<file path="src/rtl/axis_hdr_insert_multi.sv">
// ============================================================================
// Module  : axis_hdr_insert_multi
// Brief   : Prepends a byte-granular multi-beat header to each AXI-Stream packet.
// Revision: 1.0
// ============================================================================
`default_nettype none

module axis_hdr_insert_multi #(
  parameter int DATA_WD    = 32,
  parameter int HDR_BEATS  = 2,
  parameter int DATA_BYTES = DATA_WD / 8,
  parameter int HCNT_WD    = $clog2(HDR_BEATS * DATA_BYTES + 1)
) (
  input  logic                         clk,
  input  logic                         rst_n,
  input  logic                         valid_in,
  input  logic [DATA_WD-1:0]           data_in,
  input  logic [DATA_BYTES-1:0]        keep_in,
  input  logic                         last_in,
  output logic                         ready_in,
  output logic                         valid_out,
  output logic [DATA_WD-1:0]           data_out,
  output logic [DATA_BYTES-1:0]        keep_out,
  output logic                         last_out,
  input  logic                         ready_out,
  input  logic                         valid_insert,
  input  logic [HDR_BEATS*DATA_WD-1:0] data_insert,
  input  logic [HCNT_WD-1:0]           byte_insert_cnt,
  output logic                         ready_insert
);

  localparam int          HDR_WD = HDR_BEATS * DATA_WD;
  localparam int          BC_WD  = $clog2(HDR_BEATS + 1);
  localparam int          RC_WD  = $clog2(DATA_BYTES + 1);
  localparam logic [31:0] MAX_HB = 32'(HDR_BEATS * DATA_BYTES);
  localparam logic [31:0] DB     = 32'(DATA_BYTES);

  localparam logic [1:0] S_IDLE = 2'd0;
  localparam logic [1:0] S_HDR  = 2'd1;
  localparam logic [1:0] S_DATA = 2'd2;
  localparam logic [1:0] S_TAIL = 2'd3;

  logic [1:0]            state_q, state_d;
  logic [HDR_WD-1:0]     hdr_q, hdr_d;
  logic [BC_WD-1:0]      fcnt_q, fcnt_d;
  logic [RC_WD-1:0]      rcnt_q, rcnt_d;
  logic [RC_WD-1:0]      tcnt_q, tcnt_d;
  logic [DATA_WD-1:0]    res_q, res_d;
  logic                  vout_q, vout_d;
  logic [DATA_WD-1:0]    dout_q, dout_d;
  logic [DATA_BYTES-1:0] kout_q, kout_d;
  logic                  lout_q, lout_d;

  logic                  w_slot_free;
  logic [31:0]           w_hlen, w_ncnt, w_rcnt, w_tot;
  logic [HDR_WD-1:0]     w_hdr_al, w_hdr_sh;
  logic [DATA_WD-1:0]    w_din_m;

  function automatic logic [DATA_BYTES-1:0] lead_ones(input logic [31:0] n);
    lead_ones = ~({DATA_BYTES{1'b1}} >> n);
  endfunction

  function automatic logic [DATA_WD-1:0] byte_mask(input logic [DATA_BYTES-1:0] k);
    byte_mask = '0;
    for (int i = 0; i < DATA_BYTES; i++) byte_mask[8*i +: 8] = {8{k[i]}};
  endfunction

  function automatic logic [31:0] ones(input logic [DATA_BYTES-1:0] k);
    ones = '0;
    for (int i = 0; i < DATA_BYTES; i++) ones = ones + 32'(k[i]);
  endfunction

  assign w_slot_free  = !vout_q || ready_out;
  assign ready_insert = rst_n && (state_q == S_IDLE) && w_slot_free;
  assign ready_in     = (state_q == S_DATA) && w_slot_free;

  assign valid_out = vout_q;
  assign data_out  = dout_q;
  assign keep_out  = kout_q;
  assign last_out  = lout_q;

  always_comb begin
    state_d = state_q;
    hdr_d   = hdr_q;
    fcnt_d  = fcnt_q;
    rcnt_d  = rcnt_q;
    tcnt_d  = tcnt_q;
    res_d   = res_q;
    vout_d  = vout_q;
    dout_d  = dout_q;
    kout_d  = kout_q;
    lout_d  = lout_q;

    w_hlen = 32'(byte_insert_cnt);
    if (w_hlen > MAX_HB) w_hlen = MAX_HB;
    // Left-justify the header so its first-sent byte sits at the top lane.
    w_hdr_al = data_insert << (32'd8 * (MAX_HB - w_hlen));
    w_hdr_sh = hdr_q << DATA_WD;
    w_din_m  = data_in & byte_mask(keep_in);
    w_ncnt   = ones(keep_in);
    w_rcnt   = 32'(rcnt_q);
    w_tot    = w_rcnt + w_ncnt;

    if (w_slot_free) vout_d = 1'b0;

    case (state_q)
      S_IDLE: begin
        if (valid_insert && ready_insert) begin
          hdr_d   = w_hdr_al;
          fcnt_d  = BC_WD'(w_hlen / DB);
          rcnt_d  = RC_WD'(w_hlen % DB);
          res_d   = w_hdr_al[HDR_WD-1 -: DATA_WD];
          state_d = (w_hlen >= DB) ? S_HDR : S_DATA;
        end
      end
      S_HDR: begin
        if (w_slot_free) begin
          vout_d = 1'b1;
          dout_d = hdr_q[HDR_WD-1 -: DATA_WD];
          kout_d = '1;
          lout_d = 1'b0;
          hdr_d  = w_hdr_sh;
          fcnt_d = fcnt_q - BC_WD'(1);
          if (fcnt_q == BC_WD'(1)) begin
            res_d   = w_hdr_sh[HDR_WD-1 -: DATA_WD];
            state_d = S_DATA;
          end
        end
      end
      S_DATA: begin
        if (valid_in && ready_in) begin
          // Residual rides in front; the input's trailing R bytes carry over.
          vout_d = 1'b1;
          dout_d = res_q | (w_din_m >> (32'd8 * w_rcnt));
          res_d  = w_din_m << (32'd8 * (DB - w_rcnt));
          kout_d = '1;
          lout_d = 1'b0;
          if (last_in) begin
            if (w_tot <= DB) begin
              kout_d  = lead_ones(w_tot);
              lout_d  = 1'b1;
              state_d = S_IDLE;
            end else begin
              tcnt_d  = RC_WD'(w_tot - DB);
              state_d = S_TAIL;
            end
          end
        end
      end
      default: begin
        if (w_slot_free) begin
          vout_d  = 1'b1;
          dout_d  = res_q;
          kout_d  = lead_ones(32'(tcnt_q));
          lout_d  = 1'b1;
          state_d = S_IDLE;
        end
      end
    endcase
  end

  always_ff @(posedge clk or negedge rst_n) begin
    if (!rst_n) begin
      state_q <= S_IDLE;
      hdr_q   <= '0;
      fcnt_q  <= '0;
      rcnt_q  <= '0;
      tcnt_q  <= '0;
      res_q   <= '0;
      vout_q  <= 1'b0;
      dout_q  <= '0;
      kout_q  <= '0;
      lout_q  <= 1'b0;
    end else begin
      state_q <= state_d;
      hdr_q   <= hdr_d;
      fcnt_q  <= fcnt_d;
      rcnt_q  <= rcnt_d;
      tcnt_q  <= tcnt_d;
      res_q   <= res_d;
      vout_q  <= vout_d;
      dout_q  <= dout_d;
      kout_q  <= kout_d;
      lout_q  <= lout_d;
    end
  end

endmodule

`default_nettype wire

</file>
<file path="config.mk">
export PLATFORM = sky130hd
export DESIGN_NAME = axis_hdr_insert_multi
export DESIGN_NICKNAME = d
export VERILOG_FILES = /design/src/rtl/axis_hdr_insert_multi.sv
export SDC_FILE = /design/constraint.sdc
export NUM_CORES = 1
export LEC_CHECK = 0
export ABC_CLOCK_PERIOD_IN_PS = 3480
export CAP_MARGIN = 10
export CORE_MARGIN = 5
export CORE_UTILIZATION = 45
export CTS_CLUSTER_SIZE = 25
export DETAILED_ROUTE_END_ITERATION = 8
export PLACE_DENSITY_LB_ADDON = 0.3
export SETUP_SLACK_MARGIN = 0.05
export SKIP_LAST_GASP = 1
export SLEW_MARGIN = 0
export SYNTH_ARGS = -nofsm -noshare
export SYNTH_HDL_FRONTEND = slang
export SYNTH_SLANG_ARGS = --single-unit
</file>
<file path="constraint.sdc">
create_clock -name clk -period 3.48 [get_ports clk]
set_input_delay 0.348 -clock clk [delete_from_list [all_inputs] [get_ports clk]]
set_output_delay 0.348 -clock clk [all_outputs]
set_load 0.05 [all_outputs]
</file>
* Word level (Yosys, flattened, before mapping)
Index checks and enable logic that the tools add are counted.
** Storage, ports and cells
- Word-level logic and storage cells :: 99
- Register bits after elaboration :: 143
- Output and inout port bits :: 40
** Cells by class
- Reductions and logical operators :: 18
- Equal/unequal tests :: 8
- Shift operators :: 5
- Bitwise logic cells :: 6
- Muxes and demuxes :: 41
- Magnitude comparators :: 3
- Add/sub/neg operators :: 8
** Operator list (number)
- two-way mux 32 bit :: 7
- case mux 32 bit (3 select lines) :: 2
- two-way mux 64 bit :: 2
- case mux 64 bit (2 select lines) :: 1
- << shifter 64 x 32 -> 64 bit :: 1
- bitwise AND 32 bit :: 1
- OR 32 bit :: 1
- << shifter 32 x 32 -> 32 bit :: 1
- >> shifter 32 x 5 -> 32 bit :: 1
- subtractor 4 x 29 -> 29 bit, first input constant :: 1
- two-way mux 4 bit :: 6
- two-way mux 2 bit :: 10
- case mux 4 bit (3 select lines) :: 1
- two-way mux 1 bit :: 8
- NOT 4 bit :: 2
- AND reduction 4 bit :: 2
- != test 2 bit, second input constant :: 3
- case mux 2 bit (3 select lines) :: 1
- AND reduction 6 bit :: 1
- nonzero test 3 bit :: 2
- adder 2 x 4 -> 5 bit :: 1
- less-or-equal comparator 5 x 3 -> 1 bit, second input constant :: 1
- logical AND 1 bit :: 5
- AND reduction 5 bit :: 1
- other kinds (23) :: 27

* Logic depth before layout (Yosys ltp)
Gate-level depths: netlist of run 1.
- Word-level depth :: 10
- Depth in mapped cells :: 13

* Least setup slack after synthesis of run 1
OpenSTA, ideal clock, no wires.
- Path type :: in2reg
- From :: in byte_insert_cnt[3]
- To :: reg hdr_q[46]
- Data required time :: 3.338 ns
- Setup slack :: 0.798 ns
- Buffers on the path :: 6
- Data arrival time :: 2.540 ns
- Setup time :: 0.142 ns
- Stages :: 12
- Path through :: buf_4 > nor2b_2 > buf_6 > inv_2 > buf_2 > ha_1 > buf_2 > buf_2 > buf_2 > mux4_2 > a32oi_1 > o221ai_1
** On the way
- Longest elaborated chain between the ends :: 6
** RTL lines
- start: declaration :: line 28 : input logic [HCNT_WD-1:0] byte_insert_cnt,
- > comparator 4 bit :: line 95 : if (w_hlen > MAX_HB) w_hlen = MAX_HB;
- two-way mux 4 bit * :: line 95
- subtractor 4 x 29 -> 29 bit * :: line 97 : w_hdr_al = data_insert << (32'd8 * (MAX_HB - w_hlen));
- << shifter 64 x 32 -> 64 bit * :: line 97
- two-way mux 64 bit * :: line 108 : if (valid_insert && ready_insert) begin
- case mux 64 bit (2 select lines) * :: line 106 : case (state_q)
- end signal: assignment :: line 176 : hdr_q <= hdr_d;
- end: declaration :: line 44 : logic [HDR_WD-1:0] hdr_q, hdr_d;
Every way passes the cells marked *; elsewhere a longest branch is shown, timed or not. The select of a mux whose other input is x is not followed.
A chain may end at the register's enable or synchronous reset.

* Final worst setup path of run 1
- From :: reg state_q[0]
- To :: out ready_in
** On the way
- Longest elaborated chain between the ends :: 2
** RTL lines
- start: declaration :: line 43 : logic [1:0] state_q, state_d;
- start signal: assignment :: line 175 : state_q <= state_d;
- == test 2 bit :: line 75 : assign ready_in = (state_q == S_DATA) && w_slot_free;
- logical AND 1 bit :: line 75
- end: declaration :: line 20 : output logic ready_in,
Every way passes these cells.

==> results.toml, run 1 <==
[run_status]
status = "finished, final reports clean"

[grt]
grt_max_degree = 89
grt_pass1_vias = 9906
antenna_found_initial = 0
grtUsageTotal_pct = 26.7
grt_pass1_wl_mm = 56.8
grt.overflow.total = 0

[timing]
worst_pin_slew_ps = 873
period_share_pct = 83.7
setup_violations = 0
hold_viol = 0
finClkSkew_ps = 5.83
slew_viol_final = 0
setup_tns_ps = 0
slew_headroom_pct = 41.8
period_minus_slack_ps = 2910
rsz0062_at_grt = "false"
clock.fmax_ghz = 0.343

[critical_path]
cp.required_ps = 3130
cp_max_fo = 16
r2r-end = "res_q[0]"
reg2reg_depth = 8
r2r_start = "rcnt_q[1]"
critPathKind = "reg -> out"
worst_ep_arrival_time_ps = 2560
startpoint_type = "flop"
cp-end-kind = "output port"
regToRegSetupSlack_ps = 630

[power]
power_density_mw_per_mm2 = 896
seqPwrFrac_pct = 26.6
p_leak_nw = 5.29
clkPwrFrac_pct = 15.5
vdd_drop_max_uv = 571
swShare_pct = 48.1
p_comb_share_pct = 57.9
intPower_mw = 6.02
switchingPower_mw = 5.57

[worst_hold_path]
hold_end = "fcnt_q[1]"
holdPathStages = 3
min_from = "byte_insert_cnt[3]"
hold_class = "in -> reg"

[synthesis]
mappedNetlistNets = 1365
yosysMostFrequentCell = "nand2_1"
synth.distinct_cells = 72
synth_top_area_share_pct = 33.4
ys.flop_type = "dfrtp_1"
ys_top_cells_by_count = "nand2_1 (227), dfrtp_1 (143), a21oi_1 (73), mux2i_1 (73), clkbuf_1 (62)"
synth_edf_count = 0
async_flop_share_pct = 100
netlist_top_cells_area = "dfrtp_1 (33%), nand2_1 (8.0%), mux2i_1 (6.8%), mux4_2 (5.5%), a21oi_1 (3.4%)"
yosys_warnings = 0
ys_ff_latch = 143
synth.largest_area_cell = "dfrtp_1"
synth_area_mm2 = 0.0107
synth.avg_cell_area_um2 = 8.59
seq_area_frac_synth_pct = 33.4
syn_inst = 1245

[place]
numPortBuffers = 149
dp.cells = 1635
gp_congestion = 0.910
dpl.hpwl_mm = 26.8
place_area_mm2 = 0.0123

[clocking]
post-cts-setup-buffers = 0
cts.clk_slew.worst_paths_ps = 60
ctsLongestPathBuffers = 2
clock_sinks = 143
clock-root-buffer = "clkbuf_16"
tritoncts = "yes"
cts_resized = 0
clk-insertion-delay-late_ps = 420
cts_max_level = 4
cts_buffers = 17
holdBufCountCts = 1

[routing]
viasPerCell = 6.28
drt_iter0_drc = 1014
remaining_drc_errors = 0
drt_first_pass_iters = 7
vias = 10481
totalWireLength_mm = 35.9
ant_nets = 0
wl_per_cell_um = 21.5

[cells_and_area]
stdcell_count = 1668
drive_gt1_share_pct = 9.93
fillerInstances = 2167
fin_area_mm2 = 0.0129
area_growth_syn_to_layout_pct = 20.9
diodes = 0
ff_latch_area_mm2 = 0.00358
nets = 1456
multi_input_area_mm2 = 0.00649

[floorplanning]
chipWidth_um = 164
row_count = 56
io_pins = 150
coreArea_mm2 = 0.0235
die_h_um = 164
fp.dieArea_mm2 = 0.0270
start_util_pct = 45.6

[run]
drv_cap = 0
[cells in the final DEF, fill, tap and decap left out, types with 18 or more instances in the layout]
cell type          n
nor3_1            22
nor2_1            56
o211ai_1          18
a22o_1            27
mux2i_1           73
a31oi_1           36
mux4_2            26
nand2_1          227
dfrtp_1          143
clkdlybuf4s50_1  146
nand3_1           34
a21oi_1           73
and3_1            19
buf_4             39
o21ai_0           57
o21ai_1           37
o31ai_1           23
[power groups by stage]
| stage | Combinational, mW | Clock (mW) | Sequential, mW |
|---|---|---|---|
| after floorplan | 4.15 | 0 | 3.47 |
| after global placement | 6.50 | 0 | 3.06 |
| after detailed placement | 6.62 | 0 | 3.08 |
| after CTS | 6.64 | 1.81 | 3.05 |
| after global routing | 7.28 | 1.89 | 3.16 |
| final | 6.71 | 1.80 | 3.09 |
[metal layers]
| metal | global-route usage [%] | wire [um] |
|---|---|---|
| met5 | 0 | 0 |
| met4 | 7.24 | 749 |
| met3 | 5.97 | 4050 |
| met2 | 37.5 | 14700 |
| met1 | 41.2 | 16300 |
[stage by stage]
step | power, mW | utilization (%) | hold WS, ps | setup slack, ps
floorplan | 7.62 | - | 52.4 | 798
global placement | 9.55 | 52.6 | 292 | 409
detailed placement | 9.70 | 52.6 | 293 | 352
CTS | 11.5 | 55.1 | 405 | 545
global route | 12.3 | 55.1 | 447 | 433
finish | 11.6 | 55.1 | 411 | 568
[how the worst max path moves through the flow]
stage	start	end	slack (ps)	depth (start not counted)
CTS	state_q[0]	ready_in	540	4
detailed placement	keep_in[1]	tcnt_q[1]	350	7
global placement	keep_in[1]	tcnt_q[0]	410	7
global route	state_q[0]	ready_in	430	4
finish	state_q[0]	ready_in	570	4
floorplan	byte_insert_cnt[3]	hdr_q[46]	800	12
[kinds of logic (layout without fill, tap and decap cells)]
logic type      Yosys count  count (layout)  synth area share [%]
compound gates          424             424                  27.6
xor+xnor                  2               2                 0.164
fa+ha+maj                10              10                  1.38
buf+inv                 129             233                  6.14
flops                   143             143                  33.4
mux                     104             104                  12.8
simple gates            433             433                  18.4
[state kept, by name, indices dropped and copies added, names as in the netlist]
signal / cells
hdr_q: 64
data_out: 32
res_q: 32
keep_out: 4
tcnt_q: 3
fcnt_q: 2
rcnt_q: 2
state_q: 2
last_out: 1
valid_out: 1
[final cells by class]
type | count | share of cell area [%]
clock inverter | 13 | 1.07
clock buffer | 19 | 3.43
timing repair buffer | 191 | 14.2
multi-input combinational | 973 | 50.2
sequential | 143 | 27.7
tap | 319 | 3.09
inverter | 10 | 0.290
[critical path: stages (launching register included)]
cell and delay (ps):
dfrtp_1 470, inv_1 120, ha_1 510, and2_1 240
clkdlybuf4s50_1 810
Note: power is estimated with default switching activity, not from simulation.
==> run 2, diff against run 1 <==
Settings changed: ABC_CLOCK_PERIOD_IN_PS 3480 to 2400.
Clock period 3.48 ns to 2.4 ns, I/O delays scaled along.
==> results.toml, run 2 (synthesized netlist as in run 1, its figures left out) <==
[critical_path]
cp_cell_sequence = "dlygate4sd2_1 > fa_1 > fa_2 > fa_2 > o21a_1 > nand4_1 > mux2_4"
crit_buf_inv = 1
r2r_start = "state_q[1]"
worst_ep_arrival_time_ps = 2620
cp_max_fo = 4
startpoint_type = "input port"
cpMostUsedCell = "fa_2"
cp.required_ps = 2710
cp-startpoint = "keep_in[1]"
crit_slowest_cell = "fa_2"
cpPeakStageDelay_ps = 590
cp-end-kind = "flop"
crit_family = "adder cells"
critPathKind = "in -> reg"

[clocking]
cts.clk_slew.worst_paths_ps = 60
tritoncts = "yes"
post-cts-setup-buffers = 0
clock-root-buffer = "clkbuf_16"
ctsLongestPathBuffers = 2
clk-insertion-delay-late_ps = 430
clock_sinks = 143
cts_buffers = 17
cts_max_level = 4

[routing]
drt_first_pass_iters = 5
wl_per_cell_um = 21.5
drt_iter0_drc = 1294
viasPerCell = 6.26
ant_nets = 0
vias = 10799
remaining_drc_errors = 0
totalWireLength_mm = 37.1

[floorplanning]
io_pins = 150
fp.dieArea_mm2 = 0.0270
row_count = 56
coreArea_mm2 = 0.0235
die_h_um = 164
chipWidth_um = 164
start_util_pct = 45.6

[timing]
hold_viol = 0
finalWorstSetupSlack_ps = 97.6
rsz0062_at_grt = "true"
finClkSkew_ps = 7.58
worst_pin_slew_ps = 795
period_share_pct = 95.9
slew_viol_final = 0
slew_headroom_pct = 47.0
setup_violations = 0
period_minus_slack_ps = 2300
clock.fmax_ghz = 0.434
setup_tns_ps = 0

[cells_and_area]
fillerInstances = 2129
fin_area_mm2 = 0.0136
mostFrequentLayoutCell = "nand2_1"
stdcell_count = 1724
largest_register = "hdr_q"
diodes = 0
largest_reg_flops = 64
drive_gt1_share_pct = 14.3
area_growth_syn_to_layout_pct = 27.3
nets = 1512
layout_common_cells = "nand2_1 (226), dfrtp_1 (143), clkdlybuf4s50_1 (141)"

[place]
gp_congestion = 0.909
dpl.hpwl_mm = 27.8
dp.cells = 1691
numPortBuffers = 149
place_area_mm2 = 0.0129
dp_slack_ps = -593

[grt]
met1_usage_pct = 42.8
gr-usage-met3_pct = 5.12
grtUsageTotal_pct = 27.4
grt_use_met2_pct = 37.9
grt_max_degree = 145
grt_pass1_vias = 9919
grt_busiest_layer = "met1"
antenna_found_initial = 0
grt_pass1_wl_mm = 57.9
grt.overflow.total = 0

[worst_hold_path]
hold_class = "in -> reg"
min_from = "byte_insert_cnt[3]"

[power]
p_total_mw = 17.6
power_density_mw_per_mm2 = 1290
vdd_drop_max_uv = 752
p_leak_nw = 5.66

[run_status]
status = "finished, final reports clean"

[run]
drv_cap = 0
## run 2: cell count changes in the layout (fill, tap and decap cells not counted), sizes merged
cell and change:
clkbuf +3, dlygate4sd2 +2, buf +58, bufinv +2, clkinv -4, inv -2, clkinvlp +1, clkdlybuf4s50 -5
clkdlybuf4s15 +1
## run 2: final timing paths
kind,end,slack [ps],cells after the start
worst max-delay path,tcnt_q[0],100,7
max in group asynchronous,hdr_q[0],1290,3
min in group asynchronous,tcnt_q[1],460,3
worst max register to register,hdr_q[51],110,8
worst min register to register,data_out[16],480,2
worst min-delay path,rcnt_q[1],360,4
## run 2: area by class of cell
class / instances / area [um2] / share of cell area (%)
sequential: 143 / 3580 / 26.3
tap: 319 / 399 / 2.93
multi-input combinational: 973 / 6570 / 48.2
clock inverter: 10 / 161 / 1.18
inverter: 10 / 38.8 / 0.285
clock buffer: 22 / 454 / 3.33
timing repair buffer: 247 / 2420 / 17.8
## run 2: metal layers
layer  wire, um  up-vias  part of all wire [%]
met4       1080        0                   2.9
li1           -     4975                     -
met5          0        -                     0
met2      15000      648                    40
met3       4120       55                    11
met1      16900     5121                    46
## run 2: power by group
group          total (mW)  switching, mW  internal (mW)  leakage, nW
combinational        10.3           6.33           4.01         3.56
clock                2.80           1.04           1.76        0.290
sequential           4.45          0.899           3.55         1.82
## run 2: worst min-delay path, cell delays in order
cell      delay [ps]
buf_2            150
nand2b_4         160
buf_4            120
o21ai_0           80
## run 2: repair_timing
item,4_1_cts,5_1_grt
endpoints found under the setup margin,10,13
endpoints found under the hold margin,8,0
pin swaps,4,4
gates resized for setup,6,9
hold buffers,1,0
gates cloned,0,0
## run 2: metrics by stage
stage	util [%]	hold WS (ps)
final	58.0	358
after global routing	58.0	406
after CTS	57.8	351
after detailed placement	55.1	445
after global placement	55.1	442
after floorplan	-	-55.6
==> run 3, diff against run 2 <==
Settings changed: CORE_UTILIZATION 45 to 49.
==> results.toml, run 3 (synthesized netlist as in run 1, its figures left out) <==
[critical_path]
cp_max_fo = 3
cp-end-kind = "flop"
worst_ep_arrival_time_ps = 2560
cp.required_ps = 2710
startpoint_type = "input port"
critPathKind = "in -> reg"

[place]
numPortBuffers = 149
dp.cells = 1674
dp_slack_ps = -598
gp_congestion = 0.951
dpl.hpwl_mm = 27.8

[power]
vdd_drop_max_uv = 851
power_density_mw_per_mm2 = 1290
p_total_mw = 17.7
p_leak_nw = 5.78

[cells_and_area]
largest_reg_flops = 64
drive_gt1_share_pct = 15.6
stdcell_count = 1709
area_growth_syn_to_layout_pct = 28.5
nets = 1536
layout_common_cells = "nand2_1 (227), dfrtp_1 (143), clkdlybuf4s50_1 (141)"
diodes = 0
largest_register = "hdr_q"
mostFrequentLayoutCell = "nand2_1"

[grt]
grt_pass1_wl_mm = 58.2
antenna_found_initial = 0
grt.overflow.total = 0
grt_max_degree = 145
grtUsageTotal_pct = 29.7
grt_pass1_vias = 10248

[routing]
totalWireLength_mm = 37.0
ant_nets = 0
remaining_drc_errors = 0
wl_per_cell_um = 21.7
drt_iter0_drc = 1271
vias = 11021
drt_first_pass_iters = 6
viasPerCell = 6.45

[clocking]
clk-insertion-delay-late_ps = 430
tritoncts = "yes"
ctsLongestPathBuffers = 2
cts_max_level = 4
cts.clk_slew.worst_paths_ps = 60
cts_buffers = 17
clock_sinks = 143
clock-root-buffer = "clkbuf_16"

[floorplanning]
start_util_pct = 49.3
coreArea_mm2 = 0.0217
die_h_um = 158
chipWidth_um = 158
row_count = 54
fp.dieArea_mm2 = 0.0249
io_pins = 150

[timing]
period_share_pct = 93.7
setup_tns_ps = 0
hold_viol = 0
finClkSkew_ps = 9.76
period_minus_slack_ps = 2250
fin_hold_ws_ps = 327
slew_viol_final = 0
clock.fmax_ghz = 0.445
worst_pin_slew_ps = 843
rsz0062_at_grt = "false"
slew_headroom_pct = 43.8
setup_violations = 0
finalWorstSetupSlack_ps = 151

[run_status]
status = "finished, final reports clean"

[run]
drv_cap = 0

[worst_hold_path]
hold_class = "in -> reg"
[run 3: changes by cell type in the layout (fill, tap and decap cells not counted), moves of 3 or more]
| cell | change |
|---|---|
| inv_6 | +3 |
| a221oi_1 | +4 |
| a221oi_2 | -4 |
| clkbuf_1 | -4 |
| buf_4 | +24 |
[run 3: cell type report]
| type | instances | area [um2] |
|---|---|---|
| Clock inverter | 13 | 199 |
| Inverter | 10 | 38.8 |
| Multi-Input combinational cell | 973 | 6530 |
| Fill cell | 1806 | 7940 |
| Sequential cell | 143 | 3580 |
| Clock buffer | 19 | 453 |
| Tap cell | 280 | 350 |
| Timing Repair Buffer | 271 | 2590 |
[run 3: worst paths after layout]
kind                               startpoint           end  slack [ps]  cells after the start
max                                keep_in[0]     tcnt_q[0]         150                      7
min                        byte_insert_cnt[3]     rcnt_q[1]         330                      4
max reg2reg                         rcnt_q[0]     res_q[18]         160                      7
min reg2reg                      data_out[21]  data_out[21]         480                      2
max in group asynchronous               rst_n  data_out[29]        1280                      3
min in group asynchronous               rst_n   keep_out[2]         400                      3
[run 3: layer usage]
layer  wire length (um)  vias up  global-route usage (%)
li1                   -     5012                       -
met1              16300     5263                    44.9
met2              15900      681                    43.8
met3               3920       65                    5.33
met4                903        0                    8.11
met5                  0        -                       0
[run 3: worst max-delay path, cell delays in order]
cell,delay [ps]
clkdlybuf4s15_1,210
fa_1,490
fa_2,370
fa_1,570
o21a_1,160
nand4_1,180
mux2_4,340
[run 3: repair_timing]
action | 4_1_cts | 5_1_grt
setup buffers | 2 | 0
endpoints found under the setup margin | 10 | 56
gates resized for setup | 6 | 6
hold buffers | 1 | 0
pin swaps | 4 | 4
hold endpoints to repair | 23 | 0
[run 3: where the power goes]
part           internal (mW)  switching [mW]  total (mW)  leakage, nW
clock                   1.82            1.11        2.93        0.313
sequential              3.55           0.905        4.46         1.82
combinational           4.06            6.26        10.3         3.65
total                   9.43            8.28        17.7         5.78
[run 3: metrics by stage]
stage / instance area (um2) / utilization [%]
2_1_floorplan: 10800 / -
3_3_place_gp: 13000 / 60.2
3_5_place_dp: 13000 / 60.2
4_1_cts: 13700 / 63.3
5_1_grt: 13700 / 63.4
6_report: 13700 / 63.4
